## src/rtl/lfsr_multi_pipe.sv

```systemverilog
`default_nettype none
// ============================================================================
// Module   : lfsr_multi_pipe
// Brief    : NCH Fibonacci LFSRs on one shared input bit stream; the XOR of the
//            bits shifted out of all channels is queued in a DEPTH-entry FIFO.
// Revision : 1.0 - initial release
// ============================================================================
module lfsr_multi_pipe #(
    parameter int             LN    = 8,
    parameter logic [LN-1:0]  TAPS  = LN'(45),
    parameter int             NCH   = 2,
    parameter logic [LN-1:0]  INIT  = LN'(1),
    parameter int             DEPTH = 4,
    parameter int             CNTW  = 16,
    localparam int            SW    = (NCH > 1) ? $clog2(NCH) : 1
) (
    input  logic                CLK,
    input  logic                nRST,
    input  logic                shiftBit__ENA,
    input  logic                shiftBit_v,
    output logic                shiftBit__RDY,
    input  logic                seed__ENA,
    input  logic [SW-1:0]       seed_ch,
    input  logic [LN-1:0]       seed_v,
    output logic                seed__RDY,
    output logic                outBit,
    output logic                outBit__RDY,
    input  logic                outDeq__ENA,
    output logic                outDeq__RDY,
    output logic [CNTW-1:0]     shiftCount,
    output logic [NCH*LN-1:0]   chState
);

    localparam int             AW      = $clog2(DEPTH);
    localparam logic [AW:0]    C_FULL  = (AW+1)'(DEPTH);
    localparam logic [AW:0]    C_ONE   = (AW+1)'(1);

    logic [NCH-1:0]   w_msb;
    logic             w_push;
    logic             w_pop;
    logic             w_comb;
    logic [AW-1:0]    r_wr;
    logic [AW-1:0]    r_rd;
    logic [AW:0]      r_occ;
    logic [AW:0]      w_occ_nxt;
    logic             r_not_full;
    logic             r_not_empty;
    logic [DEPTH-1:0] r_mem;
    logic [CNTW-1:0]  r_cnt;

    assign w_push = shiftBit__ENA & r_not_full;
    assign w_pop  = outDeq__ENA & r_not_empty;

    generate
        for (genvar c = 0; c < NCH; c++) begin : g_ch
            logic [LN-1:0] r_s;
            logic          w_fb;
            logic          w_seed_hit;

            assign w_fb       = (^(r_s & TAPS)) ^ shiftBit_v;
            assign w_seed_hit = seed__ENA && (seed_ch == SW'(c));
            assign w_msb[c]   = r_s[LN-1];
            assign chState[c*LN +: LN] = r_s;

            // A seed overrides a same-cycle shift; the shifted-out bit still
            // comes from the pre-seed state through w_msb.
            always_ff @(posedge CLK or negedge nRST) begin
                if (!nRST) begin
                    r_s <= INIT;
                end else if (w_seed_hit) begin
                    r_s <= seed_v;
                end else if (w_push) begin
                    r_s <= {r_s[LN-2:0], w_fb};
                end
            end
        end
    endgenerate

    assign w_comb = ^w_msb;

    always_comb begin
        w_occ_nxt = r_occ;
        case ({w_push, w_pop})
            2'b10:   w_occ_nxt = r_occ + C_ONE;
            2'b01:   w_occ_nxt = r_occ - C_ONE;
            default: w_occ_nxt = r_occ;
        endcase
    end

    // Ready flags are registered from the next occupancy so they never see ENA
    // combinationally.
    always_ff @(posedge CLK or negedge nRST) begin
        if (!nRST) begin
            r_wr        <= '0;
            r_rd        <= '0;
            r_occ       <= '0;
            r_not_full  <= 1'b1;
            r_not_empty <= 1'b0;
            r_cnt       <= '0;
        end else begin
            r_occ       <= w_occ_nxt;
            r_not_full  <= (w_occ_nxt != C_FULL);
            r_not_empty <= (w_occ_nxt != '0);
            if (w_push) begin
                r_wr  <= r_wr + 1'b1;
                r_cnt <= r_cnt + CNTW'(1);
            end
            if (w_pop) begin
                r_rd <= r_rd + 1'b1;
            end
        end
    end

    always_ff @(posedge CLK) begin
        if (w_push) begin
            r_mem[r_wr] <= w_comb;
        end
    end

    assign outBit        = r_not_empty & r_mem[r_rd];
    assign outBit__RDY   = r_not_empty;
    assign outDeq__RDY   = r_not_empty;
    assign shiftBit__RDY = r_not_full;
    assign seed__RDY     = 1'b1;
    assign shiftCount    = r_cnt;

endmodule
`default_nettype wire

```

## config.mk

```make
export PLATFORM = sky130hd
export DESIGN_NAME = lfsr_multi_pipe
export DESIGN_NICKNAME = d
export VERILOG_FILES = /design/src/rtl/lfsr_multi_pipe.sv
export SDC_FILE = /design/constraint.sdc
export NUM_CORES = 1
export LEC_CHECK = 0
export BUFFER_PORTS_ARGS = -buffer_cell sky130_fd_sc_hd__buf_2
export CAP_MARGIN = 30
export CORE_MARGIN = 2
export CORE_UTILIZATION = 48
export CTS_CLUSTER_DIAMETER = 60
export DETAILED_ROUTE_END_ITERATION = 8
export PLACE_DENSITY_LB_ADDON = 0.08
export SLEW_MARGIN = 25
export SYNTH_ARGS = -nofsm -noshare
export SYNTH_HDL_FRONTEND = slang
export SYNTH_SLANG_ARGS = --single-unit
```

## constraint.sdc

```tcl
create_clock -name CLK -period 2.3 [get_ports CLK]
set_clock_uncertainty 0.1 [all_clocks]
set_input_delay 0.345 -clock CLK [delete_from_list [all_inputs] [get_ports CLK]]
set_output_delay 0.345 -clock CLK [all_outputs]
set_load 0.01 [all_outputs]
```

==> run_results.csv, run 1 <==
group,metric,value,unit
floorplan,die-area,0.00507,sq mm
worst_setup_path,cp-end-kind,"flop",
sta,tns,0,ps
clock_tree,cts.sinks,45,
placed_design,gp_congestion,0.762,
sta,fin_ws,178,ps
yosys,ys_seq_area_share,53.0,%
yosys,synth_area_leaders,"dfrtp_1, xnor2_1, nand2_1, edfxtp_1, xor2_1",
floorplan,die-width,71.2,um
floorplan,core_region_area,0.00435,sq mm
sta,finalHoldViolCount,0,
sta,period_share,92.3,%
yosys,synthArstFlopShare,91.1,%
yosys,syn_area_per_cell,11.0,sq um
worst_setup_path,worst-setup-path-type,"reg2reg",
yosys,yosys_most_used_dff,"dfrtp_1",
grt,grt-ovfl-total,0,
clock_tree,cts_htree_levels,2,
worst_setup_path,setup.worst_path.start_class,"flop",
worst_setup_path,crit_chain,"and2_4 -> inv_1 -> ha_1 -> fa_1 -> xnor2_1 -> nor2_1 -> xor2_1 -> nand2b_1",
job,drv_cap,0,
floorplan,die_h,71.2,um
floorplan,pin_count,52,
sta,max_freq,471,MHz
layout,area_growth,17.4,%
clock_tree,cts-root-buf,"clkbuf_8",
clock_tree,cts_tree,"done",
clock_tree,holdBufCountCts,0,
worst_setup_path,cpMaxStageDelayCell,"dfstp_2",
layout,insertedDiodeCount,0,
yosys,yosys_warnings,0,
floorplan,start_util,49.8,%
pwr,finalPower,0.00269,W
route,ant_nets,0,
grt,busiest_layer,"met2",
yosys,synth-seq-cells,45,
worst_setup_path,cp_max_fo,7,
yosys,syn_nets,220,
layout,fill_cells,381,
placed_design,place_hpwl,2830,um
yosys,synth_top_cell_area_share,43.8,%
sta,tightestPinTransition,518,ps
yosys,yosysUniqueCellTypes,35,
clock_tree,postCtsSetupBuffers,0,
clock_tree,clk_pin_slew,80,ps
clock_tree,insertion_delay,290,ps
grt,grtUsageMet1,23.5,%
placed_design,io_buffers,50,
grt,grt_use_met2,26.2,%
worst_setup_path,r2r-start,"shiftBit__RDY",
grt,grt_util_all_layers,16.9,%
layout,layout_commonest_cell,"buf_2",
grt,grtUsageMet3,3.80,%
clock_tree,cts_buffer_depth,2,
floorplan,fp-row-count,24,
layout,layout_common_cells,"buf_2, dfrtp_1, nand2_1",
route,drt-total-wl,3990,um
yosys,post-synth-top-area-cell,"dfrtp_1",
yosys,syn_area,0.00217,sq mm
pwr,p_per_area,1060,mW/mm^2
pwr,p_leak,1.25,nW
worst_hold_path,hold_path.class,"in2async",
grt,grt_pass1_wl,6780,um
route,routedWlPerCell,13.1,um
route,drtPass1Iterations,4,
sta,timing.slew.headroom,65.5,%
route,via_per_inst,5.03,
layout,num-nets-final,273,
status,outcome,"completed",
worst_setup_path,critical_path_arrival,2250,ps
route,vias,1528,
route,remaining_drc_errors,0,
clock_tree,cts_resized,0,
pwr,peakVddDrop,0.400,mV
layout,drive_above_1_share,27.8,%
worst_setup_path,crit_start,"shiftBit__RDY",
sta,maxSlewViolCount,0,
sta,setup_violations,0,
sta,holdWs,6.08,ps
sta,rsz0062_at_grt,"false",
yosys,synth-edff-count,4,
sta,fin_crit,2120,ps
grt,grt_pass1_vias,1398,
placed_design,pre_cts_slack,177,ps
grt,grt_max_degree,42,
route,drt_iter0_markers,51,
grt,antenna_found_initial,0,
worst_setup_path,max_stage_delay,570,ps
yosys,synthCells,198,
clock_tree,cts_buffers,5,
worst_setup_path,cp.required,2430,ps
==> final timing paths <==
kind                             endpoint  slack, ps  cells past startpoint
setup / recovery              outBit__RDY        180                      8
hold / removal                    r_rd[0]          6                      2
setup reg to reg              outBit__RDY        180                      8
hold reg to reg            shiftCount[15]        360                      1
max in group asynchronous  g_ch[0].r_s[0]       1720                      2
min in group CLK           g_ch[0].r_s[1]        170                      3
==> worst max-delay path: cells and delay by family (launching register included) <==
family / cells / cell delay [ps]
xor+xnor: 2 / 340
fa+ha+maj: 2 / 620
buf+inv: 1 / 50
flops: 1 / 570
simple gates: 3 / 380
==> cells in the mapped netlist (2+ instances only) <==
master    count
dfrtp_1      38
nand2_1      34
xnor2_1      17
nor2_1       14
xor2_1       11
o21ai_0      10
a31oi_1       8
and3_1        8
mux2i_1       7
ha_1          6
edfxtp_1      4
inv_1         4
nand3_1       4
buf_2         3
dfstp_2       3
nand2b_1      3
and2_1        2
buf_4         2
clkbuf_1      2
nand4_1       2
nor3_2        2
==> cell families (layout without fill, tap and decap cells) <==
family	Yosys count	after routing	synth area share [%]
buffers and inverters	12	66	3.34
other	1	1	0.173
XOR/XNOR	28	28	11.3
AO/OA/AOI/OAI	20	20	5.36
flip-flops	45	45	53.0
adder cells (fa/ha/maj)	7	7	4.38
AND/OR/NAND/NOR	76	76	17.6
multiplexers	9	9	4.79
==> per-layer routing <==
layer  up-vias  share of wire [%]
li1        766                  -
met1       713                 49
met2        42                 45
met3         7                5.4
met4         0                1.2
met5         -                  0
==> registers in the layout (all words and copies together), names as in the netlist <==
register	cells
r_mem	4
r_wr	2
r_occ	3
outBit__RDY	1
r_rd	2
shiftCount	16
g_ch.r_s	16
shiftBit__RDY	1
==> metrics by stage <==
stage | cell area [sq um] | util (%) | cells
4_1_cts | 2550 | 58.5 | 304
2_1_floorplan | 2170 | - | 198
5_1_grt | 2550 | 58.5 | 304
6_report | 2550 | 58.5 | 304
3_5_place_dp | 2460 | 56.4 | 296
3_3_place_gp | 2460 | 56.4 | 296
==> report_power, final <==
group	switching (W)	internal, W	total [W]
registers	0.000227	0.00106	0.00129
logic	0.000459	0.000451	0.000910
clock network	0.000249	0.000245	0.000494
==> layout make-up <==
type | instances | area, sq um | share of cell area (%)
Sequential cell | 45 | 1150 | 45.1
Multi-Input combinational cell | 141 | 947 | 37.2
Timing Repair Buffer | 54 | 280 | 11.0
Clock buffer | 8 | 90.1 | 3.54
Tap cell | 52 | 65.1 | 2.55
Inverter | 4 | 15.0 | 0.589
(Power assumes the default switching activity.)
==> run 2: changes to the inputs <==
--- a/config.mk
+++ b/config.mk
@@ -5,7 +5,7 @@
 export SDC_FILE = /design/constraint.sdc
 export NUM_CORES = 1
 export LEC_CHECK = 0
-export BUFFER_PORTS_ARGS = -buffer_cell sky130_fd_sc_hd__buf_2
+export BUFFER_PORTS_ARGS = -buffer_cell sky130_fd_sc_hd__clkbuf_2
 export CAP_MARGIN = 30
 export CORE_MARGIN = 2
 export CORE_UTILIZATION = 48
==> constraint.sdc (replaced) <==
create_clock -name CLK -period 2.3 [get_ports CLK]
set_clock_uncertainty 0.1 [all_clocks]
set_input_delay 0.345 -clock CLK [delete_from_list [all_inputs] [get_ports CLK]]
set_output_delay 0.345 -clock CLK [all_outputs]
set_load 0.1 [all_outputs]
==> run_results.csv, run 2 (synthesized netlist as in run 1, its figures left out) <==
group,metric,value,unit
status,outcome,"complete, but fails checks",
status,failed_checks,"hold timing",
layout,drive_above_1_share,29.4,%
clock_tree,holdBufCountCts,0,
clock_tree,cts_tree,"done",
floorplan,die-width,71.2,um
sta,max_freq,450,MHz
worst_setup_path,reg2reg_to,"outBit__RDY",
grt,grt-ovfl-total,0,
layout,layout_commonest_cell,"clkbuf_2",
pwr,p_per_area,1540,mW/mm^2
floorplan,fp-row-count,24,
sta,tightestPinTransition,554,ps
sta,finalHoldViolCount,8,
sta,fin_crit,2220,ps
floorplan,die_h,71.2,um
pwr,swShare,53.0,%
sta,period_share,96.6,%
pwr,finalPower,0.00400,W
floorplan,pin_count,52,
floorplan,start_util,49.8,%
placed_design,gp_congestion,0.766,
clock_tree,cts_buffers,5,
pwr,power.share.combinational,51.8,%
pwr,clkPwrFrac,15.5,%
sta,rsz0062_at_grt,"false",
route,ant_nets,0,
worst_setup_path,critical_path_arrival,1780,ps
grt,grt_util_all_layers,17.4,%
floorplan,die-area,0.00507,sq mm
layout,insertedDiodeCount,0,
layout,num-nets-final,273,
route,vias,1535,
sta,timing.slew.headroom,63.3,%
placed_design,pre_cts_slack,233,ps
worst_setup_path,worst-setup-path-type,"reg2out",
clock_tree,cts_buffer_depth,2,
pwr,p_leak,1.26,nW
route,routedWlPerCell,13.4,um
worst_setup_path,cp-end-kind,"primary output",
grt,grt_max_degree,42,
clock_tree,cts.sinks,45,
clock_tree,clk_pin_slew,80,ps
clock_tree,cts_resized,0,
route,via_per_inst,5.05,
clock_tree,cts_htree_levels,2,
clock_tree,cts-root-buf,"clkbuf_8",
job,drv_cap,0,
worst_setup_path,rrSetupSlack,230,ps
pwr,peakVddDrop,0.833,mV
route,drtPass1Iterations,4,
floorplan,core_region_area,0.00435,sq mm
layout,layout_common_cells,"clkbuf_2, dfrtp_1, nand2_1",
worst_setup_path,r2r-start,"shiftBit__RDY",
grt,grt_pass1_vias,1434,
worst_setup_path,cp.required,1860,ps
worst_setup_path,reg2reg_depth,8,
worst_setup_path,cp_max_fo,3,
placed_design,place_hpwl,2870,um
pwr,pwr-share-seq,32.7,%
layout,area_growth,19.6,%
sta,maxSlewViolCount,0,
sta,holdWs,-3.95,ps
pwr,p_sw,0.00212,W
grt,antenna_found_initial,0,
worst_hold_path,hold_path.class,"in2async",
worst_setup_path,setup.worst_path.start_class,"flop",
sta,setup_violations,0,
grt,grt_pass1_wl,6820,um
worst_setup_path,worstSetupEndpoint,"outBit",
placed_design,io_buffers,50,
pwr,power.internal,0.00188,W
worst_setup_path,crit_start,"r_rd[0]",
clock_tree,insertion_delay,300,ps
sta,fin_ws,78.1,ps
route,drt-total-wl,4060,um
route,drt_iter0_markers,44,
route,remaining_drc_errors,0,
clock_tree,postCtsSetupBuffers,0,
[run 2: final cells by class]
cell class / instances / area (sq um)
flip-flops and latches: 45 / 1150
repair buffers: 54 / 280
multi-input cells: 141 / 962
inverters: 4 / 17.5
fillers: 388 / 1760
well taps: 52 / 65.1
clock inverters: 1 / 30.0
clock buffers: 7 / 86.3
[run 2: power groups by stage]
stage                     Combinational [W]  Sequential, W  Clock, W
after global routing                0.00219        0.00134  0.000670
final                               0.00207        0.00130  0.000621
after detailed placement            0.00208        0.00132         0
after floorplan                    0.000719        0.00235         0
after global placement              0.00207        0.00131         0
after CTS                           0.00209        0.00131  0.000632
[run 2: worst max-delay path, cell delays in order, from the launching register on]
cell and delay, ps:
dfrtp_1 430, mux4_2 520, and2_1 170, clkbuf_2 360
[run 2: worst min-delay path by stage]
stage,startpoint,to,slack (ps),cells after the start
floorplan,nRST,g_ch[0].r_s[1],-50,0
global placement,nRST,r_rd[0],340,2
detailed placement,nRST,r_rd[0],350,2
CTS,nRST,g_ch[0].r_s[6],20,2
global route,nRST,g_ch[0].r_s[5],40,2
finish,nRST,r_rd[0],-4,2
[run 2: metrics by stage]
step	utilization, %	TNS (ps)	cells	instance area [sq um]
2_1_floorplan	-	-125	198	2200
3_3_place_gp	56.9	0	296	2480
3_5_place_dp	56.9	0	296	2480
4_1_cts	59.6	0	304	2590
5_1_grt	59.6	0	304	2590
6_report	59.6	0	304	2590
[run 2: per-layer routing]
metal	part of all wire [%]	vias up	wire [um]	global-route usage, %
li1	-	767	-	-
met1	48	714	1970	23.5
met2	45	47	1830	26.7
met3	5.2	7	210	5.49
met4	1.4	0	56	5.66
met5	0	-	0	0
==> run 3: changes to the inputs <==
--- a/config.mk
+++ b/config.mk
@@ -5,10 +5,11 @@
 export SDC_FILE = /design/constraint.sdc
 export NUM_CORES = 1
 export LEC_CHECK = 0
+export ABC_AREA = 1
 export BUFFER_PORTS_ARGS = -buffer_cell sky130_fd_sc_hd__clkbuf_2
 export CAP_MARGIN = 30
 export CORE_MARGIN = 2
-export CORE_UTILIZATION = 48
+export CORE_UTILIZATION = 49
 export CTS_CLUSTER_DIAMETER = 60
 export DETAILED_ROUTE_END_ITERATION = 8
 export PLACE_DENSITY_LB_ADDON = 0.08
==> run_results.csv, run 3 <==
group,metric,value,unit
worst_setup_path,worst-setup-path-type,"reg2out",
sta,tightestPinTransition,549,ps
clock_tree,cts-root-buf,"clkbuf_8",
route,ant_nets,0,
sta,rsz0062_at_grt,"false",
layout,num-nets-final,342,
clock_tree,cts_buffers,5,
yosys,synth-edff-count,4,
clock_tree,cts_htree_levels,2,
sta,period_share,88.0,%
clock_tree,postCtsSetupBuffers,0,
grt,grt_pass1_vias,1674,
sta,finalHoldViolCount,0,
clock_tree,clk_pin_slew,90,ps
placed_design,gp_congestion,0.844,
worst_setup_path,max_stage_delay,460,ps
layout,area_growth,19.5,%
route,drt_iter0_markers,83,
yosys,synthCells,262,
placed_design,pre_cts_slack,335,ps
route,via_per_inst,4.86,
floorplan,die-width,73.2,um
sta,tns,0,ps
layout,insertedDiodeCount,0,
worst_setup_path,cpMaxStageDelayCell,"clkbuf_2",
yosys,syn_area,0.00234,sq mm
layout,multi_input_comb_area,0.00103,sq mm
layout,fill_cells,436,
sta,fin_ws,277,ps
route,drt-total-wl,4520,um
yosys,post-synth-top-area-cell,"dfrtp_1",
status,outcome,"completed",
worst_setup_path,critical_path_arrival,1580,ps
yosys,yosysUniqueCellTypes,31,
worst_setup_path,cp_max_fo,4,
pwr,p_per_area,1420,mW/mm^2
grt,grt_util_all_layers,18.3,%
grt,grt-ovfl-total,0,
floorplan,core_region_area,0.00466,sq mm
layout,layout_common_cells,"nand2_1, clkbuf_2, dfrtp_1",
route,routedWlPerCell,12.0,um
floorplan,start_util,50.3,%
clock_tree,cts_buffer_depth,2,
placed_design,io_buffers,50,
yosys,syn_area_per_cell,8.94,sq um
clock_tree,holdBufCountCts,1,
worst_setup_path,cpMostUsedCell,"nor2_1",
pwr,p_leak,1.46,nW
placed_design,place_hpwl,3430,um
route,drtPass1Iterations,6,
yosys,synthArstFlopShare,91.1,%
clock_tree,insertion_delay,300,ps
job,drv_cap,0,
yosys,synthTopCellsByCount,"nand2_1, dfrtp_1, inv_1",
route,vias,1824,
floorplan,die_h,73.2,um
sta,maxSlewViolCount,0,
layout,layout_commonest_cell,"nand2_1",
floorplan,fp-row-count,25,
clock_tree,cts_resized,0,
yosys,synth.most_common_cell,"nand2_1",
worst_setup_path,cp-end-kind,"primary output",
sta,max_freq,494,MHz
worst_hold_path,hold_path.class,"in2reg",
yosys,yosys_most_used_dff,"dfrtp_1",
floorplan,pin_count,52,
floorplan,die-area,0.00535,sq mm
yosys,synth_top_cell_area_share,40.6,%
worst_setup_path,crit_chain,"nor2_1 -> nor2_1 -> o21ai_0 -> a21boi_2 -> clkbuf_2",
sta,setup_violations,0,
worst_setup_path,crit_family,"buffers and inverters",
worst_setup_path,cp.required,1860,ps
yosys,ys_seq_area_share,49.1,%
grt,antenna_found_initial,0,
yosys,syn_nets,284,
route,remaining_drc_errors,0,
sta,fin_crit,2020,ps
layout,drive_above_1_share,27.7,%
yosys,synth-seq-cells,45,
worst_setup_path,critPathBufInv,1,
yosys,synth_area_leaders,"dfrtp_1, nand2_1, inv_1, xor2_1, edfxtp_1",
pwr,peakVddDrop,0.838,mV
grt,grt_pass1_wl,7560,um
sta,timing.slew.headroom,63.6,%
clock_tree,cts.sinks,45,
worst_setup_path,setup.worst_path.start_class,"flop",
yosys,yosys_warnings,0,
grt,grt_max_degree,19,
clock_tree,cts_tree,"done",
layout,regArea,0.00115,sq mm
-- run 3: changes by cell type in the layout (fill, tap and decap cells not counted), sizes merged, moves of 5 or more --
cell and change:
nand3 +7, nand2 +44, nor2 +12, xnor2 -13
o211ai +7, a31oi -8, and3 -8, mux2i -7
inv +37, nand3b +5
-- run 3: worst paths after layout --
kind / start / endpoint / slack (ps) / cells after the start
max: r_rd[0] / outBit / 280 / 5
min: seed_v[7] / g_ch[0].r_s[7] / 190 / 3
max reg2reg: shiftBit__RDY / outBit__RDY / 320 / 8
min reg2reg: shiftCount[6] / shiftCount[6] / 400 / 1
max in group asynchronous: nRST / g_ch[0].r_s[0] / 1050 / 3
min in group asynchronous: nRST / r_rd[0] / 410 / 2
-- run 3: worst min-delay path, delay by kind of cell --
family / cells / cell delay (ps)
and+or+nand+nor: 2 / 120
buffers and inverters: 1 / 100
-- run 3: cells by family after synthesis --
family	after synthesis	share of synthesized area, %
adder cells (fa/ha/maj)	7	4.06
flip-flops	45	49.1
buffers and inverters	44	7.53
AND/OR/NAND/NOR	122	25.0
AO/OA/AOI/OAI	23	6.62
XOR/XNOR	19	7.10
other	1	0.160
multiplexers	1	0.480
-- run 3: area by class of cell --
class	instances	share of cell area (%)
Clock buffer	5	2.46
Clock inverter	3	1.65
Inverter	41	5.50
Multi-Input combinational cell	173	36.6
Sequential cell	45	41.2
Tap cell	54	2.41
Timing Repair Buffer	54	10.1
-- run 3: per-stage QoR --
| stage | hold slack (ps) | total power, W | util, % | cell area, sq um | std cells |
|---|---|---|---|---|---|
| finish | 186 | 0.00397 | 60.1 | 2800 | 375 |
| global route | 189 | 0.00421 | 60.1 | 2800 | 375 |
| CTS | 180 | 0.00401 | 60.1 | 2800 | 375 |
| detailed placement | 210 | 0.00339 | 57.4 | 2680 | 366 |
| global placement | 212 | 0.00336 | 57.4 | 2680 | 366 |
| floorplan | -50.6 | 0.00304 | - | 2360 | 262 |
-- run 3: metal layers --
metal	vias up	global-route usage (%)	wire [um]
li1	935	-	-
met1	835	25.5	2230
met2	45	28.5	2030
met3	9	4.14	192
met4	0	5.56	67
met5	-	0	0
-- run 3: power breakdown --
part | total (W) | leakage [nW] | internal (W) | switching (W)
clock network | 0.000606 | 0.0543 | 0.000325 | 0.000280
registers | 0.00129 | 0.547 | 0.00105 | 0.000234
logic | 0.00207 | 0.855 | 0.000410 | 0.00166
total | 0.00397 | 1.46 | 0.00179 | 0.00218
